--- src/rtl/prog_feed16.sv ---
// prog_feed16 -- instruction source for the 8-bit core.
//
// Holds a small writable program buffer and a program counter. The word at
// pc is presented (registered) on inst. Each fetch strobe from the core
// advances pc. A host loads the program through the write port, starts it
// once or in a loop, and watches busy/done.
//
// Ports:
//   clk        clock, rising edge
//   rst        asynchronous active-high reset
//   wr_en      program write strobe (accepted in IDLE/DONE only)
//   wr_addr    program write address
//   wr_data    program write data
//   start      begin execution at address 0 (ignored while running)
//   abort      stop execution, return to IDLE (highest priority)
//   loop       sampled with start: wrap to 0 after the final word
//   last_addr  sampled with start: address of the final program word
//   fetch      core fetch strobe (core IR input enable)
//   inst       instruction to core, registered
//   pc         address of the word currently on inst
//   busy       high while running
//   done       sticky completion flag
//   wr_err     one-cycle pulse after a write attempted while running
module prog_feed16 #(
    parameter int unsigned AW       = 4,
    parameter logic [15:0] NOP_INST = 16'h7F0F
) (
    input  logic          clk,
    input  logic          rst,
    input  logic          wr_en,
    input  logic [AW-1:0] wr_addr,
    input  logic [15:0]   wr_data,
    input  logic          start,
    input  logic          abort,
    input  logic          loop,
    input  logic [AW-1:0] last_addr,
    input  logic          fetch,
    output logic [15:0]   inst,
    output logic [AW-1:0] pc,
    output logic          busy,
    output logic          done,
    output logic          wr_err
);

    typedef enum logic [1:0] {
        IDLE,
        RUN,
        DONE
    } state_t;

    state_t        state, state_n;
    logic [AW-1:0] pc_n;
    logic [AW-1:0] pc_inc;
    logic [AW-1:0] end_addr, end_addr_n;
    logic          loop_r, loop_n;
    logic [15:0]   inst_n;
    logic          wr_err_n;
    logic          mem_we;

    logic [15:0]   mem [2**AW];

    // Buffer contents survive reset, so the array has no reset branch.
    assign mem_we = wr_en && (state != RUN);

    always_ff @(posedge clk) begin
        if (mem_we) begin
            mem[wr_addr] <= wr_data;
        end
    end

    assign pc_inc = pc + 1'b1;
    assign busy   = (state == RUN);
    assign done   = (state == DONE);

    always_ff @(posedge clk or posedge rst) begin
        if (rst) begin
            state    <= IDLE;
            pc       <= '0;
            inst     <= NOP_INST;
            wr_err   <= 1'b0;
            end_addr <= '0;
            loop_r   <= 1'b0;
        end else begin
            state    <= state_n;
            pc       <= pc_n;
            inst     <= inst_n;
            wr_err   <= wr_err_n;
            end_addr <= end_addr_n;
            loop_r   <= loop_n;
        end
    end

    always_comb begin
        state_n    = state;
        pc_n       = pc;
        inst_n     = inst;
        end_addr_n = end_addr;
        loop_n     = loop_r;
        wr_err_n   = wr_en && (state == RUN);

        if (abort) begin
            state_n = IDLE;
            pc_n    = '0;
            inst_n  = NOP_INST;
        end else if (start && (state != RUN)) begin
            state_n    = RUN;
            pc_n       = '0;
            end_addr_n = last_addr;
            loop_n     = loop;
            // Word 0 being written on the same edge is forwarded so the
            // first instruction is never stale.
            if (wr_en && (wr_addr == '0)) begin
                inst_n = wr_data;
            end else begin
                inst_n = mem[0];
            end
        end else if ((state == RUN) && fetch) begin
            if (pc == end_addr) begin
                if (loop_r) begin
                    pc_n   = '0;
                    inst_n = mem[0];
                end else begin
                    state_n = DONE;
                    inst_n  = NOP_INST;
                end
            end else begin
                pc_n   = pc_inc;
                inst_n = mem[pc_inc];
            end
        end
    end

endmodule

--- config.mk ---
export PLATFORM = sky130hd
export DESIGN_NAME = prog_feed16
export DESIGN_NICKNAME = d
export VERILOG_FILES = /design/src/rtl/prog_feed16.sv
export SDC_FILE = /design/constraint.sdc
export NUM_CORES = 1
export LEC_CHECK = 0
export ABC_AREA = 1
export CORE_MARGIN = 3
export CORE_UTILIZATION = 49
export CTS_CLUSTER_DIAMETER = 100
export DETAILED_ROUTE_END_ITERATION = 12
export GPL_TIMING_DRIVEN = 0
export MAX_ROUTING_LAYER = met4
export PLACE_DENSITY = 0.67
export SYNTH_ARGS = -nofsm -noshare
export SYNTH_HDL_FRONTEND = slang
export SYNTH_SLANG_ARGS = --single-unit
export TNS_END_PERCENT = 20
--- constraint.sdc ---
create_clock -name clk -period 4 [get_ports clk]
set_input_delay 0.8 -clock clk [delete_from_list [all_inputs] [get_ports clk]]
set_output_delay 0.8 -clock clk [all_outputs]
set_load 0.01 [all_outputs]
==> run metrics <==
post-synth cell types 26; post-synth top area share 0.623; Multi-input gate area 0.00334 mm2; hold buffers post-CTS 0; die area 0.0271 mm2; Die X 165 um; PnR Total Power 6770 uW; Peak Freq 350 MHz; Crit Path Max Fanout 16; Post-DP Area 0.0134 mm2; Fillers 2085; area added between synthesis and finish 15.2%; initial DRC count 855; leakage 0.00565 uW; HPWL after DPL 21.1 mm; worst-margin pin slew 1040 ps; status completed; Finished Layout Cells 1648; largest net degree at the start of global routing 29; Clock Tree Root clkbuf_16; Die Ht 165 um; PortBufs 53; syn_nets 1249; cts repair resizes 0; placed cell count 1598; Final GP Congestion 0.945; drt via density 5.29; Min-Delay Path Depth 2; Clock Pin Slew Worst Setup and Hold Paths 60 ps; worst skew pair latency 540 ps; H-Tree Depth 1; Max VDD drop 0.247 mV; Final Setup Violations 0; max-slew violations 0; #FFs+latches synth 284; syn_area_per_cell 10.1 um2; Clock Path Buffers 3; via count of the routed design 8717; # diodes 0; fin util 0.579; Pwr per Cell Area 476 mW/mm2; GRT overflow 0; layout cells sized above 1 0.0816; max-cap violation count 0; setup TNS 0 ps; Final Skew 10.3 ps; crit path time final 2860 ps; register area 0.00840 mm2; Post-CTS Setup Bufs 0; Synth area leaders edfxtp_1, nand2_1, nand3_1; DRT Pass-1 Iters 5; RSZ-0062 raised after global routing no; clock net sink count 284; final wirelength 31.2 mm; CTS tree yes; Final Cycle Share 0.714; crit path DAT 3020 ps; Final #Nets 1337; number of global-route vias before repair 8243; final-report hold violation count 0; slew margin rel. 0.309; CTS Buf Count 29; Top Ports 54; first-pass GRT wire length 47.3 mm; register area share after synthesis 0.681; number of antenna violations at the first check in global routing 0; Critical Path End Type register; Std-Cell Rows 57; Initial Util 0.503; GRT Total Usage 0.238; yosys warns 0; Critical Path Source Type primary input; routed len/inst 18.9 um; Final Cell Area 0.0142 mm2; hold crit path type register to register; Reg2Reg Depth 10; Final ANT Viol Nets 0; Mapped Area 0.0123 mm2; CP Class primary input to register; # DRC 0; Mapped Cells 1217; area leader, netlist edfxtp_1; Core ar. 0.0245 mm2; Crit path required time 4160 ps
[Yosys cell counts]
library cell,n
a21oi_1,13
o21ai_0,52
ha_1,1
nand3_1,131
or2_2,1
buf_1,6
o21ai_1,5
edfxtp_1,256
buf_2,30
inv_2,4
dfrtp_1,17
o211ai_1,15
nand3_2,1
clkbuf_1,20
xnor2_1,1
buf_4,2
nor2_1,156
nor3_1,5
dfstp_2,11
xor2_2,1
xor2_1,5
inv_1,93
nor2_2,1
nand4_1,1
nand2_2,2
nand2_1,387
[critical path, stage by stage]
cell,delay (ps)
clkdlybuf4s50_1,460
nor2_1,230
nand3_1,370
clkbuf_1,370
nor2_2,790
[where the power goes]
| group | leakage [uW] | switching, uW | internal (uW) |
|---|---|---|---|
| logic | 0.00260 | 591 | 317 |
| registers | 0.00264 | 49.9 | 3370 |
| clock network | 0.000411 | 1060 | 1380 |
[sequential cells by signal, indices dropped and copies added (netlist names)]
| register | count |
|---|---|
| mem | 256 |
| inst | 16 |
| end_addr | 4 |
| pc | 4 |
| state | 2 |
| loop_r | 1 |
| wr_err | 1 |
[metrics by stage]
step           hold slack [ps]  worst slack, ps
3_5_place_dp               458              512
5_1_grt                    483             1020
2_1_floorplan              453             1500
4_1_cts                    468             1080
3_3_place_gp               457              193
6_report                   466             1140
[per-layer routing]
metal  GRT usage  vias to the layer above  wire length [um]
met2       0.380                      303             14800
met1       0.328                     4143             13500
met4      0.0606                        0               641
met5           -                        -                 0
met3      0.0316                       56              2200
li1            -                     4215                 -
[cell families after synthesis]
logic type               after synthesis  share of synthesized area
flip-flops                           284                      0.681
adder cells (fa/ha/maj)                1                    0.00101
AO/OA/AOI/OAI                         85                     0.0375
XOR/XNOR                               7                    0.00558
AND/OR/NAND/NOR                      685                      0.224
buffers and inverters                155                     0.0508
[layout make-up]
class	count	area share
clock inverter	14	0.00652
timing repair buffer	57	0.0411
buffer	58	0.0185
sequential	284	0.592
inverter	97	0.0256
tap	324	0.0285
multi-input combinational	778	0.235
clock buffer	36	0.0529
[cells in the final DEF (no fill, tap or decap), types with 11 or more instances in the layout]
master           instances
dfstp_2                 11
dfrtp_1                 17
o211ai_1                15
clkbuf_16               29
clkbuf_1                27
nand2_1                387
clkdlybuf4s50_1         53
nor2_2                  16
buf_2                   30
o21ai_0                 52
a21oi_1                 13
inv_1                   93
edfxtp_1               256
nand3_1                131
nor2_1                 141
[worst paths after layout]
path / start / end / slack, ps
min in group asynchronous: rst / inst[6] / 800
min: inst[2] / inst[2] / 470
max in group asynchronous: rst / pc[1] / 2570
max reg2reg: pc[1] / inst[4] / 1430
max: wr_addr[1] / mem[0][11] / 1140
min reg2reg: inst[2] / inst[2] / 470
No activity file was read; power rests on OpenSTA's default activity.
